$ cat config.mk
export PLATFORM = sky130hd
export DESIGN_NAME = traffic_light_controller
export DESIGN_NICKNAME = d
export VERILOG_FILES = /design/src/rtl/traffic_light_controller.sv
export SDC_FILE = /design/constraint.sdc
export NUM_CORES = 1
export LEC_CHECK = 0
export ABC_AREA = 1
export CORE_MARGIN = 5
export CORE_UTILIZATION = 40
export DETAILED_ROUTE_END_ITERATION = 12
export DONT_BUFFER_PORTS = 1
export GPL_TIMING_DRIVEN = 0
export HOLD_SLACK_MARGIN = 0.15
export PLACE_DENSITY_LB_ADDON = 0.2
export SETUP_SLACK_MARGIN = 0.2
export SYNTH_ARGS = -nofsm -noshare
export SYNTH_HDL_FRONTEND = slang
export SYNTH_SLANG_ARGS = --single-unit
$ cat constraint.sdc
create_clock -name clk -period 2.4 [get_ports clk]
set_input_delay 0.36 -clock clk [delete_from_list [all_inputs] [get_ports clk]]
set_output_delay 0.36 -clock clk [all_outputs]
set_load 0.02 [all_outputs]
$ cat src/rtl/traffic_light_controller.sv
// Single-approach traffic light: GREEN -> YELLOW -> RED with a BCD seconds countdown.
// Optional NIGHT flashing-yellow mode is compiled in when NIGHT_MODE_EN is defined.
module traffic_light_controller #(
  parameter int unsigned CLK_DIV     = 50000000,
  parameter int unsigned GREEN_TIME  = 25,
  parameter int unsigned YELLOW_TIME = 3,
  parameter int unsigned RED_TIME    = 30
) (
  input  logic       clk,
  input  logic       rst,
  input  logic       enable,
`ifdef NIGHT_MODE_EN
  input  logic       nightMode,
`endif
  output logic       secTick,
  output logic [2:0] ledSingle,
  output logic [3:0] controlLed7Seg1,
  output logic [3:0] controlLed7Seg0
);

  localparam int unsigned PresWidth = (CLK_DIV > 2) ? $clog2(CLK_DIV) : 1;
  localparam logic [PresWidth-1:0] PresMax = PresWidth'(CLK_DIV - 1);

  localparam logic [3:0] GreenTens   = 4'(GREEN_TIME / 10);
  localparam logic [3:0] GreenUnits  = 4'(GREEN_TIME % 10);
  localparam logic [3:0] YellowTens  = 4'(YELLOW_TIME / 10);
  localparam logic [3:0] YellowUnits = 4'(YELLOW_TIME % 10);
  localparam logic [3:0] RedTens     = 4'(RED_TIME / 10);
  localparam logic [3:0] RedUnits    = 4'(RED_TIME % 10);

  localparam logic [2:0] LedGreen  = 3'b100;
  localparam logic [2:0] LedYellow = 3'b010;
  localparam logic [2:0] LedRed    = 3'b001;

  typedef enum logic [1:0] {
    StGreen  = 2'd0,
    StYellow = 2'd1,
    StRed    = 2'd2,
    StNight  = 2'd3
  } state_e;

  state_e                 state_q, state_d;
  logic [PresWidth-1:0]   presc_q, presc_d;
  logic [2:0]             led_q, led_d;
  logic [3:0]             tens_q, tens_d;
  logic [3:0]             units_q, units_d;
  logic                   tick;

  assign tick = enable && (presc_q == PresMax);

  always_comb begin
    state_d = state_q;
    presc_d = presc_q;
    led_d   = led_q;
    tens_d  = tens_q;
    units_d = units_q;

    if (enable) begin
      presc_d = tick ? '0 : presc_q + 1'b1;
`ifdef NIGHT_MODE_EN
      if (nightMode && (state_q != StNight)) begin
        state_d = StNight;
        led_d   = LedYellow;
        tens_d  = 4'd0;
        units_d = 4'd0;
      end else if (!nightMode && (state_q == StNight)) begin
        // Leave night with a full red phase and a fresh second.
        state_d = StRed;
        led_d   = LedRed;
        tens_d  = RedTens;
        units_d = RedUnits;
        presc_d = '0;
      end else if (state_q == StNight) begin
        if (tick) begin
          led_d = (led_q == LedYellow) ? 3'b000 : LedYellow;
        end
      end else
`endif
      if (tick) begin
        if ((tens_q == 4'd0) && (units_q == 4'd1)) begin
          case (state_q)
            StGreen: begin
              state_d = StYellow;
              led_d   = LedYellow;
              tens_d  = YellowTens;
              units_d = YellowUnits;
            end
            StYellow: begin
              state_d = StRed;
              led_d   = LedRed;
              tens_d  = RedTens;
              units_d = RedUnits;
            end
            default: begin
              state_d = StGreen;
              led_d   = LedGreen;
              tens_d  = GreenTens;
              units_d = GreenUnits;
            end
          endcase
        end else if (units_q == 4'd0) begin
          units_d = 4'd9;
          tens_d  = tens_q - 4'd1;
        end else begin
          units_d = units_q - 4'd1;
        end
      end
    end
  end

  always_ff @(posedge clk) begin
    if (rst) begin
      state_q <= StRed;
      presc_q <= '0;
      led_q   <= LedRed;
      tens_q  <= RedTens;
      units_q <= RedUnits;
    end else begin
      state_q <= state_d;
      presc_q <= presc_d;
      led_q   <= led_d;
      tens_q  <= tens_d;
      units_q <= units_d;
    end
  end

  assign secTick         = tick;
  assign ledSingle       = led_q;
  assign controlLed7Seg1 = tens_q;
  assign controlLed7Seg0 = units_q;

endmodule

**Word-level counts from Yosys, hierarchy flattened**

Index checks and enable logic that the tools add are counted.

- Register bits after elaboration: 39
- Logic and storage cells: 29

- Muxes and demuxes: 9
- Equal/unequal tests: 3
- Reductions and logical operators: 9
- $add $sub $neg: 3

Operators with widths:

| operator | count |
|---|---|
| 26-bit by 1-bit adder with 26-bit output, second input constant | 1 |
| 26-bit equality test, second input constant | 1 |
| 26-bit 2-to-1 mux | 1 |
| 4-bit 2-to-1 mux | 4 |
| 3-bit one-hot mux with 2 select lines | 2 |
| 4-bit zero test | 2 |
| 2-bit one-hot mux with 2 select lines | 2 |
| 4-bit by 1-bit subtractor with 4-bit output, second input constant | 2 |
| 3-bit AND reduction | 2 |
| 4-bit by 1-bit equality test with 1-bit output, second input constant | 1 |
| 2-bit by 1-bit equality test with 1-bit output, second input constant | 1 |
| 1-bit logical AND | 2 |
| 2-bit zero test | 1 |
| 2-bit AND reduction | 1 |
| 2-bit nonzero test | 1 |

**Depth between registers and ports, before layout**

Gate-level depths: netlist (run 1).

- Word-level depth: 4
- Depth in mapped cells: 11
- Gate-level depth less buffers: 11

**Worst setup path after synthesis (run 1)**

Ideal clock, no wire load.

- Path kind: flip-flop to output port
- Start: register presc_q[0]
- End: output port secTick
- Required time: 2040 ps
- Slack: 828 ps
- Cell stages (with the launch flop): 8
- Arrival time: 1212 ps
- Path through: dfxtp_1 > ha_1 > nand3_1 > inv_1 > nand2_1 > nor2_2 > nand2_1 > inv_1

- Cells in the longest elaborated chain, start to end: 2

Ends and longest elaborated chain:

| element | line | source |
|---|---|---|
| from (decl) | 43 | `logic [PresWidth-1:0] presc_q, presc_d;` |
| from (signal assigned) | 120 | `presc_q <= presc_d;` |
| 26-bit equality test | 49 | `assign tick = enable && (presc_q == PresMax);` |
| 1-bit logical AND | 49 |  |
| to (decl) | 15 | `output logic secTick,` |

No other way between the ends.

**Worst setup path in the final report (run 1)**

- Start: register presc_q[1]
- End: output port secTick

The elaborated chain is that of the path after synthesis.

==> impl_metrics.csv, run 1 <==
group,metric,value,unit
drt,drt_iter0_markers,110,
timing,min_period,2.04,ns
run_status,status,"complete, no violations",
setup_path,cp-startpoint,"presc_q[1]$_SDFFE_PP0P_",
timing,slew_viol_final,0,
cts,ctsResizeCount,0,
job,maxCapViolCount,0,
synthesis,synth_seq_cells,37,
cts,numCtsBuffers,5,
power,switching_share,0.231,
power,power.share.clock,0.394,
cts,cts_setup_buffers,0,
synthesis,yosys.cell_types.count,27,
hold_path,min_from,"enable",
drt,wl,5200,um
setup_path,worst-setup-path-type,"flop to output pin",
power,p_leak,1.02,nW
hold_path,holdCritPathClass,"input pin to flop",
setup_path,critPathMaxFanout,5,
drt,drc,0,
synthesis,syn_inst,360,
setup_path,worst-endpoint-arrival,1.68,ns
drt,routed-via-count,2122,
timing,fin_skew,0.00900,ns
timing,hold_viol,0,
floorplanning,row_count,27,
cts,cts_tree,"done",
power,power.density,453,nW/um^2
timing,tightestPinTransition,0.437,ns
setup_path,cp.required,2.04,ns
final_layout,antennaDiodeCount,0,
drt,wl_per_cell,11.8,um
power,power_frac_seq,0.575,
floorplanning,initial_core_util,0.404,
setup_path,startpoint_type,"flop",
power,switchingPower,0.000249,W
cts,cts_sinks,37,
cts,cts_buffer_depth,2,
timing,period_share,0.850,
cts,clk_latency,0.29,ns
final_layout,fin_nets,372,
floorplanning,io_pins,15,
drt,viasPerCell,4.82,
setup_path,endpoint_kind,"output pin",
synthesis,ys_seq_area_frac,0.337,
final_layout,layout_commonest_cell,"nand2_1",
grt,antenna_found_initial,0,
cts,cts_root_buffer,"clkbuf_8",
floorplanning,die_h,84.1,um
floorplanning,die_w,84.1,um
synthesis,yosysWarnings,0,
power,vdd_drop_max,0.200,mV
timing,setup_viol,0,
cts,htree_levels,2,
grt,grt_pass1_vias,2036,
setup_path,reg2reg_from,"controlLed7Seg1[0]$_SDFFE_PP1P_",
timing,setup_tns,0,ns
drt,ant_nets,0,
final_layout,drive_gt1_frac,0.0761,
placed_design,portBuffers,0,
final_layout,layout_common_cells,"nand2_1, nor2_1, inv_1, dfxtp_1, nand3_1",
grt,grt_max_degree,12,
placed_design,place_congestion,0.921,
synthesis,synth_fp_nets,365,
power,p_total,0.00108,W
grt,grt_first_pass_wirelength,8890,um
power,p_comb_frac,0.031,
cts,hold_buffers,0,
timing,slew-limit-headroom,0.708,
floorplanning,dieArea,7080,sq um
placed_design,dp_hpwl,4090,um
cts,clk_pin_slew,0.08,ns
synthesis,avgSynthCellArea,6.11,sq um
power,intPower,0.000828,W
timing,max_freq,490,MHz
synthesis,netlist_area,2200,sq um
final_layout,area_growth,8.08,%
drt,drtPass1Iterations,4,
grt,grt_overflow,0,
grt,grt_usage,0.153,
timing,rsz0062_at_grt,"no",
floorplanning,core,5440,sq um
cell type report:
| type | count | area (sq um) |
|---|---|---|
| fill | 601 | 3060 |
| multi-input combinational | 264 | 1230 |
| sequential | 37 | 741 |
| inverter | 55 | 209 |
| tap | 72 | 90.1 |
| clock buffer | 6 | 72.6 |
| buffer | 4 | 26.3 |
| clock inverter | 2 | 10.0 |
power by group through the flow:
stage | Sequential, W | Combinational, W | Clock (W)
CTS | 0.000620 | 0.0000340 | 0.000442
detailed placement | 0.000634 | 0.0000339 | 0
finish | 0.000620 | 0.0000336 | 0.000424
global route | 0.000620 | 0.0000375 | 0.000463
floorplan | 0.000633 | 0.0000249 | 0
global placement | 0.000634 | 0.0000331 | 0
critical path, cell delays in order (launching register included):
cell and delay [ns]:
dfxtp_1 0.39, ha_1 0.21, nand3_1 0.12, inv_1 0.14
nand2_1 0.10, nor2_4 0.20, nand2_1 0.10, inv_2 0.13
flip-flops by register name (all words and copies together) (netlist names):
signal,count
state_q,1
presc_q,26
controlLed7Seg1,4
controlLed7Seg0,4
ledSingle,2
worst paths after layout:
check,end,slack (ns),depth (start not counted)
setup reg to reg,controlLed7Seg0[0]$_SDFFE_PP0P_,0.57,10
hold reg to reg,presc_q[12]$_SDFFE_PP0P_,0.52,2
setup / recovery,secTick,0.36,7
hold / removal,presc_q[1]$_SDFFE_PP0P_,0.42,3
cell families (layout without fill, tap and decap cells):
group,after synthesis,count (layout),share of synthesized area
DFF,37,37,0.337
buffers and inverters,59,67,0.107
adders and majority gates,2,2,0.0114
xor gates and xnor gates,5,5,0.0199
and+or+nand+nor,238,238,0.477
AOI/OAI and AO/OA,19,19,0.0478
layer usage:
metal,routed length [um],vias up,global-route usage
met3,278,10,0.0471
li1,-,1131,-
met4,100,0,0.0556
met2,2370,44,0.248
met1,2450,937,0.190
met5,0,-,0
cells in the mapped netlist:
master	count	area, sq um
nand3_1	27	135
nand4_1	9	56.3
inv_4	1	6.26
a21oi_1	7	35.0
buf_6	1	11.3
xor2_1	5	43.8
nor2_4	3	33.8
and2_1	1	6.26
clkbuf_1	2	7.51
o21ai_0	8	40.0
nor2_1	73	274
nand2_2	3	18.8
nand2_1	99	372
ha_1	2	25.0
nor3_2	2	20.0
nand3b_1	1	7.51
o211ai_1	1	7.51
nand3_2	1	10.0
o31ai_1	1	7.51
a211oi_1	1	7.51
nor3_1	11	55.1
dfxtp_1	37	741
nand2_4	2	22.5
buf_4	1	7.51
a21boi_0	1	7.51
inv_1	54	203
nor2_2	6	37.5
per-stage QoR:
step	hold slack [ns]	cells	setup WS, ns	utilization	area [sq um]
after floorplan	0.491	360	0.828	-	2200
after global placement	0.508	432	0.587	0.421	2290
after detailed placement	0.512	432	0.570	0.421	2290
after CTS	0.404	440	0.231	0.436	2370
after global routing	0.418	440	0.229	0.437	2380
final	0.415	440	0.361	0.437	2380
(Power assumes the default switching activity.)
==> run 2, diff against run 1 <==
--- a/config.mk
+++ b/config.mk
@@ -5,7 +5,7 @@
 export SDC_FILE = /design/constraint.sdc
 export NUM_CORES = 1
 export LEC_CHECK = 0
-export ABC_AREA = 1
+export ABC_AREA = 0
 export CORE_MARGIN = 5
 export CORE_UTILIZATION = 40
 export DETAILED_ROUTE_END_ITERATION = 12
==> constraint.sdc (replaced) <==
create_clock -name clk -period 2 [get_ports clk]
set_input_delay 0.3 -clock clk [delete_from_list [all_inputs] [get_ports clk]]
set_output_delay 0.3 -clock clk [all_outputs]
set_load 0.02 [all_outputs]
==> run 2 against run 1 <==
Net effect: clock-buffer cell count shrank 1; synthesized cell count shrank 39%; cell area grew 4.5%; die area fell by 10%; global-route usage rose by 0.44 points; highest routed layer unchanged.
==> impl_metrics.csv, run 2 <==
group,metric,value,unit
floorplanning,row_count,25,
cts,cts_tree,"done",
setup_path,worst-endpoint-arrival,1.50,ns
grt,grt_first_pass_wirelength,7890,um
drt,routed-via-count,1758,
final_layout,layout_common_cells,"dfxtp_1, nor2_1, a21oi_1, dfxtp_2, buf_4",
drt,wl,4720,um
cts,cts_buffer_depth,2,
grt,grt_max_degree,13,
final_layout,antennaDiodeCount,0,
setup_path,r2r_slack,0.24,ns
cts,numCtsBuffers,5,
setup_path,crit_slowest_cell,"dfxtp_4",
synthesis,ys_seq_area_frac,0.380,
synthesis,syn_inst,219,
floorplanning,io_pins,15,
setup_path,endpoint_kind,"output pin",
setup_path,cp.required,1.70,ns
floorplanning,initial_core_util,0.413,
synthesis,synth_seq_cells,37,
final_layout,layout.cells.non_filler,308,
drt,wl_per_cell,15.3,um
cts,clk_pin_slew,0.08,ns
timing,setup_viol,0,
timing,slew_viol_final,0,
synthesis,yosysWarnings,0,
setup_path,reg2reg_from,"presc_q[0]$_SDFFE_PP0P_",
timing,hold_viol,0,
power,p_leak,0.843,nW
final_layout,drive_gt1_frac,0.365,
timing,period_share,0.902,
floorplanning,die_w,79.8,um
setup_path,crit_chain,"ha_4 > nand3_1 > nor3_4 > nand2_4 > inv_6",
setup_path,startpoint_type,"flop",
setup_path,regToRegEndpoint,"controlLed7Seg0[2]$_SDFFE_PP0P_",
final_layout,finalInstanceArea,2480,sq um
placed_design,dp_hpwl,2920,um
timing,hold_slack,0.161,ns
placed_design,place_ws,0.00990,ns
hold_path,holdPathStages,2,
timing,setup_tns,0,ns
setup_path,critPathMaxStageDelay,0.38,ns
cts,cts_sinks,37,
synthesis,synth_top_area_frac,0.380,
synthesis,async_flop_share,0,
drt,ant_nets,0,
synthesis,synth_fp_nets,224,
timing,fin_skew,0.00427,ns
synthesis,synth_top_cell_by_area,"dfxtp_1",
drt,viasPerCell,5.71,
grt,grt_overflow,0,
floorplanning,dieArea,6370,sq um
grt,grt_usage,0.157,
power,vdd_drop_max,0.391,mV
floorplanning,die_h,79.8,um
hold_path,min_from,"rst",
synthesis,ys_top_cells_by_area,"dfxtp_1, a21oi_1, nor2_1",
synthesis,yosys.cell_types.count,53,
placed_design,place_inst,286,
synthesis,ys.flop_type,"dfxtp_1",
placed_design,placed_cell_area,2030,sq um
run_status,status,"complete, no violations",
synthesis,netlist_area,1950,sq um
synthesis,synth_edf_count,0,
timing,slew-limit-headroom,0.660,
setup_path,critPathMaxFanout,5,
placed_design,place_congestion,0.792,
setup_path,ff2ff_path_depth,6,
synthesis,netlist_top_cells_count,"dfxtp_1, nor2_1, a21oi_1, nand2_1, o21ai_0",
timing,tightestPinTransition,0.509,ns
cts,htree_levels,2,
timing,max_freq,555,MHz
drt,drc,0,
job,maxCapViolCount,0,
power,power.density,524,nW/um^2
hold_path,holdCritPathClass,"input pin to flop",
synthesis,avgSynthCellArea,8.91,sq um
final_layout,fin_nets,245,
final_layout,largest_reg_flops,26,
timing,setup_ws,0.197,ns
drt,drtPass1Iterations,4,
grt,grt_pass1_vias,1606,
final_layout,top_register,"presc_q",
cts,hold_buffers,0,
final_layout,layout_commonest_cell,"dfxtp_1",
cts,cts_root_buffer,"clkbuf_8",
cts,clk_latency,0.30,ns
grt,antenna_found_initial,0,
final_layout,area_growth,27.3,%
hold_path,holdPathEnd,"controlLed7Seg1[3]$_SDFFE_PP0P_",
floorplanning,core,4720,sq um
synthesis,synth_most_common_cell,"dfxtp_1",
timing,rsz0062_at_grt,"yes",
placed_design,portBuffers,0,
setup_path,worst-setup-path-type,"flop to output pin",
timing,min_period,1.80,ns
drt,drt_iter0_markers,51,
==> run 2: cell types whose count changed after synthesis, sizes merged, moves of 6 or more <==
cell / change
nor2: -66
xnor2: +6
o31ai: +7
nand2: -91
or3: +7
inv: -49
a21oi: +9
or4: +8
buf: +7
and4: +7
nand3: -19
==> run 2: per-layer routing <==
| metal | track usage | up-vias | routed length (um) |
|---|---|---|---|
| met5 | 0 | - | 0 |
| met4 | 0.0693 | 0 | 87 |
| met3 | 0.0485 | 8 | 207 |
| met2 | 0.238 | 29 | 2190 |
| met1 | 0.204 | 852 | 2230 |
| li1 | - | 869 | - |
==> run 2: cells by family after synthesis <==
family	synth area share
simple gates	0.309
flops	0.380
buf+inv	0.0577
fa+ha+maj	0.0128
xor+xnor	0.0539
compound gates	0.176
mux	0.0115
==> run 2: cell type report <==
cell class,instances,area (sq um)
fillers,434,2240
multi-input cells,163,1280
clock buffers,5,68.8
clock inverters,3,17.5
flip-flops and latches,37,771
repair buffers,14,123
plain buffers,12,105
well taps,67,83.8
inverters,7,31.3
==> run 2: metrics by stage <==
stage	total power, W	util
after global placement	0.000786	0.431
after global routing	0.00135	0.526
after floorplan	0.000778	-
after CTS	0.00132	0.481
after detailed placement	0.000786	0.431
final	0.00130	0.526
==> run 2: worst max-delay path: cells and delay by family (launching register included) <==
| kind | cells | cell delay, ns |
|---|---|---|
| simple gates | 3 | 0.58 |
| flops | 1 | 0.38 |
| fa+ha+maj | 1 | 0.14 |
| buf+inv | 1 | 0.09 |
==> run 2: worst max path at each step <==
stage / start / to / slack (ns) / cells after the start
floorplan: controlLed7Seg1[0]$_SDFFE_PP1P_ / ledSingle[2]$_SDFFE_PP0P_ / 0.23 / 6
global placement: controlLed7Seg1[0]$_SDFFE_PP1P_ / controlLed7Seg1[1]$_SDFFE_PP1P_ / 0.003 / 6
detailed placement: controlLed7Seg1[0]$_SDFFE_PP1P_ / controlLed7Seg1[1]$_SDFFE_PP1P_ / 0.01 / 6
CTS: presc_q[21]$_SDFFE_PP0P_ / secTick / 0.19 / 4
global route: presc_q[1]$_SDFFE_PP0P_ / secTick / 0.12 / 5
finish: presc_q[0]$_SDFFE_PP0P_ / secTick / 0.20 / 5
==> run 2: what timing repair did <==
| item | 4_1_cts | 5_1_grt |
|---|---|---|
| hold endpoints to repair | 0 | 0 |
| gates cloned | 0 | 1 |
| resized for setup | 26 | 42 |
| buffers inserted | 8 | 5 |
| pin swaps | 7 | 9 |
| setup endpoints to repair | 29 | 33 |
==> run 2: power breakdown <==
group	total [W]	leakage [nW]	switching, W	internal (W)
combinational	0.0000283	0.493	0.0000188	0.00000956
sequential	0.000741	0.306	0.00000462	0.000737
clock	0.000532	0.0439	0.000291	0.000241
total	0.00130	0.843	0.000315	0.000987
